## src/rtl/conv_layer_channel_accum.sv

```systemverilog
// conv_layer_channel_accum
//   Sums per-input-channel partial feature rows across IN_CHANNELS, adds a
//   per-feature bias, saturates to DATA_WIDTH, optionally applies ReLU, and
//   presents one finished feature row per output handshake.
//
// Ports:
//   clk              clock
//   rst_n            synchronous reset, ACTIVE-HIGH despite the legacy name
//   in_valid/ready   partial-row handshake (in_ready = !out_valid || out_ready)
//   in_row_bus       ARRAY_SIZE lanes of DATA_WIDTH, lane 0 in the MSBs
//   in_feature_idx   feature index of the partial row
//   in_row           row index of the partial row
//   bias             bias for the feature, sampled on the channel-0 accept
//   out_valid/ready  finished-row handshake
//   out_bus          finished row, lane 0 in the MSBs
//   out_feature_idx  feature index captured on channel 0
//   out_row          row index captured on channel 0
//   map_fin          high on the handshake of the last row of the last feature
//   seq_err          sticky: a later channel carried different indices than
//                    channel 0 of the same row
//
// Build option:
//   CONV_ACCUM_RELU_EN  when defined, negative saturated lanes are forced to 0.

module conv_layer_channel_accum #(
  parameter int ARRAY_SIZE   = 6,
  parameter int DATA_WIDTH   = 16,
  parameter int ACC_WIDTH    = 24,
  parameter int IN_CHANNELS  = 3,
  parameter int CH_WIDTH     = 2,
  parameter int OUT_ROWS     = 6,
  parameter int ROW_WIDTH    = 3,
  parameter int TOTAL_WEIGHT = 4,
  parameter int WEIGHT_WIDTH = 2
) (
  input  logic                             clk,
  input  logic                             rst_n,
  input  logic                             in_valid,
  output logic                             in_ready,
  input  logic [ARRAY_SIZE*DATA_WIDTH-1:0] in_row_bus,
  input  logic [WEIGHT_WIDTH-1:0]          in_feature_idx,
  input  logic [ROW_WIDTH-1:0]             in_row,
  input  logic [DATA_WIDTH-1:0]            bias,
  output logic                             out_valid,
  input  logic                             out_ready,
  output logic [ARRAY_SIZE*DATA_WIDTH-1:0] out_bus,
  output logic [WEIGHT_WIDTH-1:0]          out_feature_idx,
  output logic [ROW_WIDTH-1:0]             out_row,
  output logic                             map_fin,
  output logic                             seq_err
);

  localparam int unsigned LAST_CH = IN_CHANNELS - 1;

  localparam logic signed [ACC_WIDTH-1:0] SAT_MAX =
    {{(ACC_WIDTH-DATA_WIDTH+1){1'b0}}, {(DATA_WIDTH-1){1'b1}}};
  localparam logic signed [ACC_WIDTH-1:0] SAT_MIN =
    {{(ACC_WIDTH-DATA_WIDTH+1){1'b1}}, {(DATA_WIDTH-1){1'b0}}};

  function automatic logic signed [ACC_WIDTH-1:0] sext(input logic [DATA_WIDTH-1:0] v);
    return {{(ACC_WIDTH-DATA_WIDTH){v[DATA_WIDTH-1]}}, v};
  endfunction

  logic [CH_WIDTH-1:0]             ch_cnt;
  logic signed [ACC_WIDTH-1:0]     acc [ARRAY_SIZE];
  logic signed [ACC_WIDTH-1:0]     sum [ARRAY_SIZE];
  logic [WEIGHT_WIDTH-1:0]         cap_feat;
  logic [ROW_WIDTH-1:0]            cap_row;
  logic [ARRAY_SIZE*DATA_WIDTH-1:0] result_bus;

  logic                            accept;
  logic                            first_ch;
  logic                            last_ch;
  logic                            idx_mismatch;
  logic                            handshake;

  logic [DATA_WIDTH-1:0]           lane;
  logic signed [ACC_WIDTH-1:0]     base;
  logic [DATA_WIDTH-1:0]           sat;
  logic [DATA_WIDTH-1:0]           word;

  assign in_ready     = !out_valid || out_ready;
  assign accept       = in_valid && in_ready;
  assign handshake    = out_valid && out_ready;
  assign first_ch     = (ch_cnt == '0);
  assign last_ch      = (ch_cnt == CH_WIDTH'(LAST_CH));
  assign idx_mismatch = !first_ch &&
                        ((in_feature_idx != cap_feat) || (in_row != cap_row));

  assign map_fin = handshake &&
                   (out_feature_idx == WEIGHT_WIDTH'(TOTAL_WEIGHT - 1)) &&
                   (out_row == ROW_WIDTH'(OUT_ROWS - 1));

  // Running sum including the presented lane; the bias replaces the stale
  // accumulator on channel 0, so the first and final channel may coincide.
  always_comb begin
    result_bus = '0;
    lane       = '0;
    base       = '0;
    sat        = '0;
    word       = '0;
    for (int unsigned i = 0; i < ARRAY_SIZE; i++) begin
      lane   = in_row_bus[(ARRAY_SIZE-1-i)*DATA_WIDTH +: DATA_WIDTH];
      base   = first_ch ? sext(bias) : acc[i];
      sum[i] = base + sext(lane);
      if (sum[i] > SAT_MAX) begin
        sat = {1'b0, {(DATA_WIDTH-1){1'b1}}};
      end else if (sum[i] < SAT_MIN) begin
        sat = {1'b1, {(DATA_WIDTH-1){1'b0}}};
      end else begin
        sat = sum[i][DATA_WIDTH-1:0];
      end
`ifdef CONV_ACCUM_RELU_EN
      word = sat[DATA_WIDTH-1] ? '0 : sat;
`else
      word = sat;
`endif
      result_bus[(ARRAY_SIZE-1-i)*DATA_WIDTH +: DATA_WIDTH] = word;
    end
  end

  always_ff @(posedge clk) begin
    if (rst_n) begin
      ch_cnt          <= '0;
      for (int unsigned i = 0; i < ARRAY_SIZE; i++) acc[i] <= '0;
      cap_feat        <= '0;
      cap_row         <= '0;
      out_valid       <= 1'b0;
      out_bus         <= '0;
      out_feature_idx <= '0;
      out_row         <= '0;
      seq_err         <= 1'b0;
    end else begin
      if (handshake) out_valid <= 1'b0;
      if (accept) begin
        if (idx_mismatch) seq_err <= 1'b1;
        for (int unsigned i = 0; i < ARRAY_SIZE; i++) acc[i] <= sum[i];
        if (first_ch) begin
          cap_feat <= in_feature_idx;
          cap_row  <= in_row;
        end
        if (last_ch) begin
          // A final accept in the handshake cycle overrides the clear above,
          // keeping out_valid high for back-to-back rows.
          ch_cnt          <= '0;
          out_valid       <= 1'b1;
          out_bus         <= result_bus;
          out_feature_idx <= first_ch ? in_feature_idx : cap_feat;
          out_row         <= first_ch ? in_row : cap_row;
        end else begin
          ch_cnt <= ch_cnt + 1'b1;
        end
      end
    end
  end

endmodule

```

## config.mk

```make
export PLATFORM = sky130hd
export DESIGN_NAME = conv_layer_channel_accum
export DESIGN_NICKNAME = d
export VERILOG_FILES = /design/src/rtl/conv_layer_channel_accum.sv
export SDC_FILE = /design/constraint.sdc
export NUM_CORES = 1
export LEC_CHECK = 0
export CORE_ASPECT_RATIO = 1.5
export CORE_MARGIN = 1
export CORE_UTILIZATION = 55
export CTS_CLUSTER_DIAMETER = 120
export DETAILED_ROUTE_END_ITERATION = 10
export PLACE_DENSITY_LB_ADDON = 0.08
export REMOVE_ABC_BUFFERS = 1
export SKIP_LAST_GASP = 1
export SYNTH_ARGS = -nofsm -noshare
export SYNTH_HDL_FRONTEND = slang
export SYNTH_SLANG_ARGS = --single-unit
```

## constraint.sdc

```tcl
create_clock -name clk -period 12.6 [get_ports clk]
set_input_delay 1.89 -clock clk [delete_from_list [all_inputs] [get_ports clk]]
set_output_delay 1.89 -clock clk [all_outputs]
set_load 0.005 [all_outputs]
```

Yosys cells after proc, flatten, opt, wreduce, memory -nomap -nowiden --
Memory sizes are Yosys's and may differ from the RTL's. Cells that the tools add are included.
Storage, ports and cells: bits of input ports 121, register bits after elaboration 110, memory bits (writable) 144, word-level logic and storage cells 86, memories kept 1, output and inout port bits 105
Memory list:
- acc | depth 6, width 24, rd ports 6, clocked after memory_dff 0, wr ports 6, RTL line 65 | logic signed [ACC_WIDTH-1:0] acc [ARRAY_SIZE];
Cells by class: reduce and logical (&&, ||, !) cells 12, equal/unequal tests 5, add/sub/neg operators 7, magnitude comparators 12, bitwise operators 6, mux-type cells 35
Operators with widths (count):
- 24-bit 2-to-1 mux | 12
- 16-bit 2-to-1 mux | 12
- 24-bit by 16-bit adder with 24-bit output | 6
- 24-bit by 16-bit > comparator with 1-bit output, second input constant | 6
- 24-bit by 16-bit < comparator with 1-bit output, second input constant | 6
- 1-bit 2-to-1 mux | 8
- 1-bit OR | 6
- 1-bit logical AND | 5
- 2-bit equality test, second input constant | 2
- 2-bit 2-to-1 mux | 2
- 2-bit AND reduction | 2
- 3-bit equality test, second input constant | 1
- 3-bit 2-to-1 mux | 1
- 3-bit inequality test | 1
- 2-bit by 1-bit adder with 2-bit output, second input constant | 1
- 1-bit zero test | 2
- 2-bit zero test | 1
- 1-bit logical OR | 2
- 2-bit inequality test | 1

Longest topological paths before layout --
depth after elaboration 7, depth in mapped cells 20, depth with buffers taken out 17

Least setup slack after synthesis --
Ideal clock, no wire load.
path kind in2reg, from in rst_n, to mem acc[0][0] (enable), cell stages on the path 4, required time 12.072 ns, setup slack 5.978 ns, library setup time 0.528 ns, buffers on the path 3, data arrival time 6.094 ns, path through clkbuf_1 -> clkbuf_1 -> clkbuf_1 -> nand2b_1
RTL lines:
- start: declaration | RTL line 37 | input logic rst_n,
- end: declaration | RTL line 65

Final worst setup path --
from reg ch_cnt[0], to reg out_bus[83]
On the way: word-level cells in the longest chain between the ends 6, elaborated cells between the ends (all ways) 9, classes of those cells add/sub (1); order compare (2); eq/ne (1); mux (3); reduce/logical (2)
RTL lines:
- start: declaration | RTL line 64 | logic [CH_WIDTH-1:0] ch_cnt;
- start signal: assignment | RTL line 151 | ch_cnt <= ch_cnt + 1'b1;
- 2-bit zero test | RTL line 85 | assign first_ch = (ch_cnt == '0);
- 24-bit 2-to-1 mux | RTL line 104 | base = first_ch ? sext(bias) : acc[i];
- 24-bit by 16-bit adder with 24-bit output | RTL line 105 | sum[i] = base + sext(lane);
- 24-bit by 16-bit < comparator with 1-bit output | RTL line 108 | end else if (sum[i] < SAT_MIN) begin
- 16-bit 2-to-1 mux | RTL line 108
- 16-bit 2-to-1 mux | RTL line 106 | if (sum[i] > SAT_MAX) begin
- end signal: assignment | RTL line 147 | out_bus <= result_bus;
- end: declaration | RTL line 46 | output logic [ARRAY_SIZE*DATA_WIDTH-1:0] out_bus,
Parallel ways exist; a longest one is shown, timed or not. A chain may end at the register's enable or synchronous reset.

==> summary.txt <==
Status
  • Status: finished, final reports clean

Floorplan
  • Die W: 149 um
  • Site row count: 80
  • Top Ports: 226
  • Core ar.: 31800 um2
  • Die area: 33100 um2
  • Die height: 222 um
  • Starting Density: 56.0%

STA
  • Final Skew: 13.9 ps
  • Slew Viols, Final: 0
  • Slew @ Worst Pin: 1170 ps
  • Finish-stage setup viols: 0
  • Max-slew headroom: 21.8%
  • Fin crit period: 6190 ps
  • RSZ-0062 raised after global routing: no
  • Max frequency: 161 MHz
  • Setup TNS: 0 ps
  • Period Utilization, post-route: 49.1%
  • Final hold vios: 0

Clock network
  • Clk slew on worst S/H paths: 70 ps
  • CTS Buf Count: 26
  • Post_cts resized: 0
  • Post-CTS setup repair buffer count: 0
  • Clock Latency Late Sink: 550 ps
  • Clk sink count: 254
  • Max Root-Sink Buffers: 3
  • Hold_buf cts: 0
  • CTS root buf: clkbuf_16
  • CTS tree: yes
  • H-tree depth: 1

Synthesis
  • Number of synthesized flops with an enable pin: 144
  • Avg Cell Area, Syn: 9.02 um2
  • Mapped cell area: 17800 um2
  • Synth warnings: 0
  • Number of distinct library cells after synthesis: 84
  • Cells after Synth: 1974
  • Yosys reg bits: 254
  • Main flop type after synthesis: edfxtp_1
  • Synth async-reset ratio: 0%
  • Sequential area share after synthesis: 36.6%

Worst setup path
  • RR Startpoint: ch_cnt[0]
  • CP Data Arrival Time: 6660 ps
  • Largest delay share family, worst path: compound AO/OA/AOI/OAI gates
  • CP Max Fanout: 58
  • Reg-to-reg endpoint: out_bus[83]
  • Cells on worst reg2reg path: 16
  • Startpoint Class: register
  • WP buf/inv: 2
  • FF-to-FF setup slack: 6410 ps
  • Crit-path max cell delay: 780 ps
  • Max stage delay cell, worst path: o41ai_4
  • WS Path Type: register to register
  • CP required: 13070 ps
  • Crit-path cells: or2_4, buf_4, buf_4, a21o_1, ha_1, a21o_1, a21oi_2, o21ai_4, a311oi_4, o21bai_2, a311o_1, xnor2_1, or4_4, o41ai_4, nand2b_1, a211oi_1
  • Crit end category: register

Routing
  • Routed vias: 15600
  • Routed WL: 52.0 mm
  • Metal3 WL: 2.46 mm
  • DRT Pass-1 Iters: 6
  • Routed Antenna Nets: 0
  • WL met2: 26.3 mm
  • Vias/cell: 6.10
  • Post-route DRC: 0
  • Wire per inst: 20.3 um
  • Max Used Layer: met5
  • Met1 Wirelength: 19.9 mm
  • Initial DRC Count: 925

Finish
  • Most frequent cells in the layout: nor2_1 (287), clkdlybuf4s50_1 (224), a21o_1 (189)
  • Finished Layout Cells: 2564
  • Area delta synth->final: 18.7%
  • Final nets: 2399
  • Finished Cell Area: 21100 um2
  • Most common cell after layout, fill and taps aside: nor2_1
  • Layout cells sized above 1: 4.37%

Flow run
  • # Max-Cap Violations: 0

GRT
  • Initial antenna violation count: 3
  • First-pass GRT wire length: 80.3 mm
  • Gr usage total: 31.1%
  • Vias in the first global route: 15200
  • Gr ovfl total: 0
  • Largest net degree at the start of global routing: 78

Pwr
  • Internal Pwr Total: 1.87 mW
  • Static Leak: 9.06 nW
  • VDD IR max: 137 uV
  • Flop pwr share: 34.7%
  • Clock power share: 27.9%
  • Sw Pwr: 1.01 mW
  • Sw frac: 35.2%
  • Pwr Total: 2.88 mW
  • Power per cell area: 136 nW/um2
  • Combinational power share: 37.4%

Placement
  • Placer Congestion: 0.921
  • DP Area: 20300 um2
  • Post-DP HPWL: 37.6 mm
  • IO Port Bufs: 225
  • Dpl cells: 2514

Worst hold path
  • Hold depth: 2
  • HP Start: out_bus[47]
  • WHS Endpoint: out_bus[47]
  • Hold crit path type: register to register
stage by stage:
stage	utilization, %	hold WS (ps)	worst slack [ps]
after floorplan	-	447	3210
after global placement	63.7	453	6080
after detailed placement	63.7	454	6000
after CTS	66.4	468	6440
after global routing	66.4	498	5980
final	66.4	464	6410
area by class of cell:
cell class | count | area, um2
antenna | 2 | 5.00
clock buffer | 39 | 833
clock inverter | 9 | 50.0
fill | 2686 | 10700
inverter | 31 | 116
multi-input combinational | 1582 | 10800
sequential | 254 | 6530
tap | 410 | 513
timing repair buffer | 237 | 2340
kinds of logic (layout without fill, tap and decap cells):
logic type | after synthesis | count (layout) | share of synthesized area [%]
fa+ha+maj | 146 | 146 | 10.5
simple gates | 638 | 638 | 16.8
buf+inv | 138 | 316 | 3.07
compound gates | 653 | 653 | 25.8
xor+xnor | 138 | 138 | 6.79
flops | 254 | 254 | 36.6
other cells | 0 | 2 | 0
mux | 7 | 7 | 0.393
registers in the layout (all words and copies together), names as in the netlist, 2 cells and up:
name and cells:
acc 144, out_bus 96, cap_row 3, out_row 3, cap_feat 2, ch_cnt 2, out_feature_idx 2
power by group through the flow:
stage | combinational (mW) | clock [mW] | sequential, mW
after floorplan | 0.753 | 0 | 1.01
after global placement | 1.05 | 0 | 1.01
after detailed placement | 1.06 | 0 | 1.02
after CTS | 1.07 | 0.813 | 0.997
after global routing | 1.18 | 0.839 | 1.00
final | 1.08 | 0.804 | 0.997
synth_stat cells (16+ instances only):
cell type    n  area share (%)
a211oi_1    49             2.1
a21o_1     189             8.0
a21oi_1    133             3.7
a31oi_1     17            0.60
and2_1      50             1.8
and3_1      16            0.56
clkbuf_1    93             2.0
dfxtp_1    110              12
edfxtp_1   144              24
ha_1       140             9.8
inv_1       31            0.65
nand2_1    101             2.1
nand2b_1    52             1.8
nand3_1     37             1.0
nor2_1     288             6.1
o21a_1      21            0.89
o21ai_0     38             1.1
o21ai_1     43             1.2
o21bai_1    43             1.8
or3_1       25            0.88
xnor2_1     71             3.5
xor2_1      67             3.3
worst max path at each step:
stage          slack, ps      start     endpoint  cells past startpoint
2_1_floorplan       3210  out_ready  out_bus[64]                      7
6_report            6410  ch_cnt[0]  out_bus[83]                     16
3_5_place_dp        6000   bias[15]  out_bus[80]                     16
4_1_cts             6440  ch_cnt[0]  out_bus[81]                     16
3_3_place_gp        6080   bias[15]  out_bus[81]                     16
5_1_grt             5980  ch_cnt[1]  out_bus[83]                     16
per-layer routing:
layer  track usage, %  vias to the layer above
met5                0                        -
met1             35.6                     7481
met2             54.9                      452
met3             3.26                      154
met4             18.8                        2
li1                 -                     7544
worst reg2reg max path, cell delays in order, from the launching register on:
cell and delay (ps):
dfxtp_1 410, or2_4 540, buf_4 570, buf_4 650, a21o_1 290, ha_1 230, a21o_1 170, a21oi_2 220
o21ai_4 110, a311oi_4 430, o21bai_2 160, a311o_1 410, xnor2_1 170, or4_4 570, o41ai_4 780, nand2b_1 150
a211oi_1 240
(Power assumes the default switching activity.)
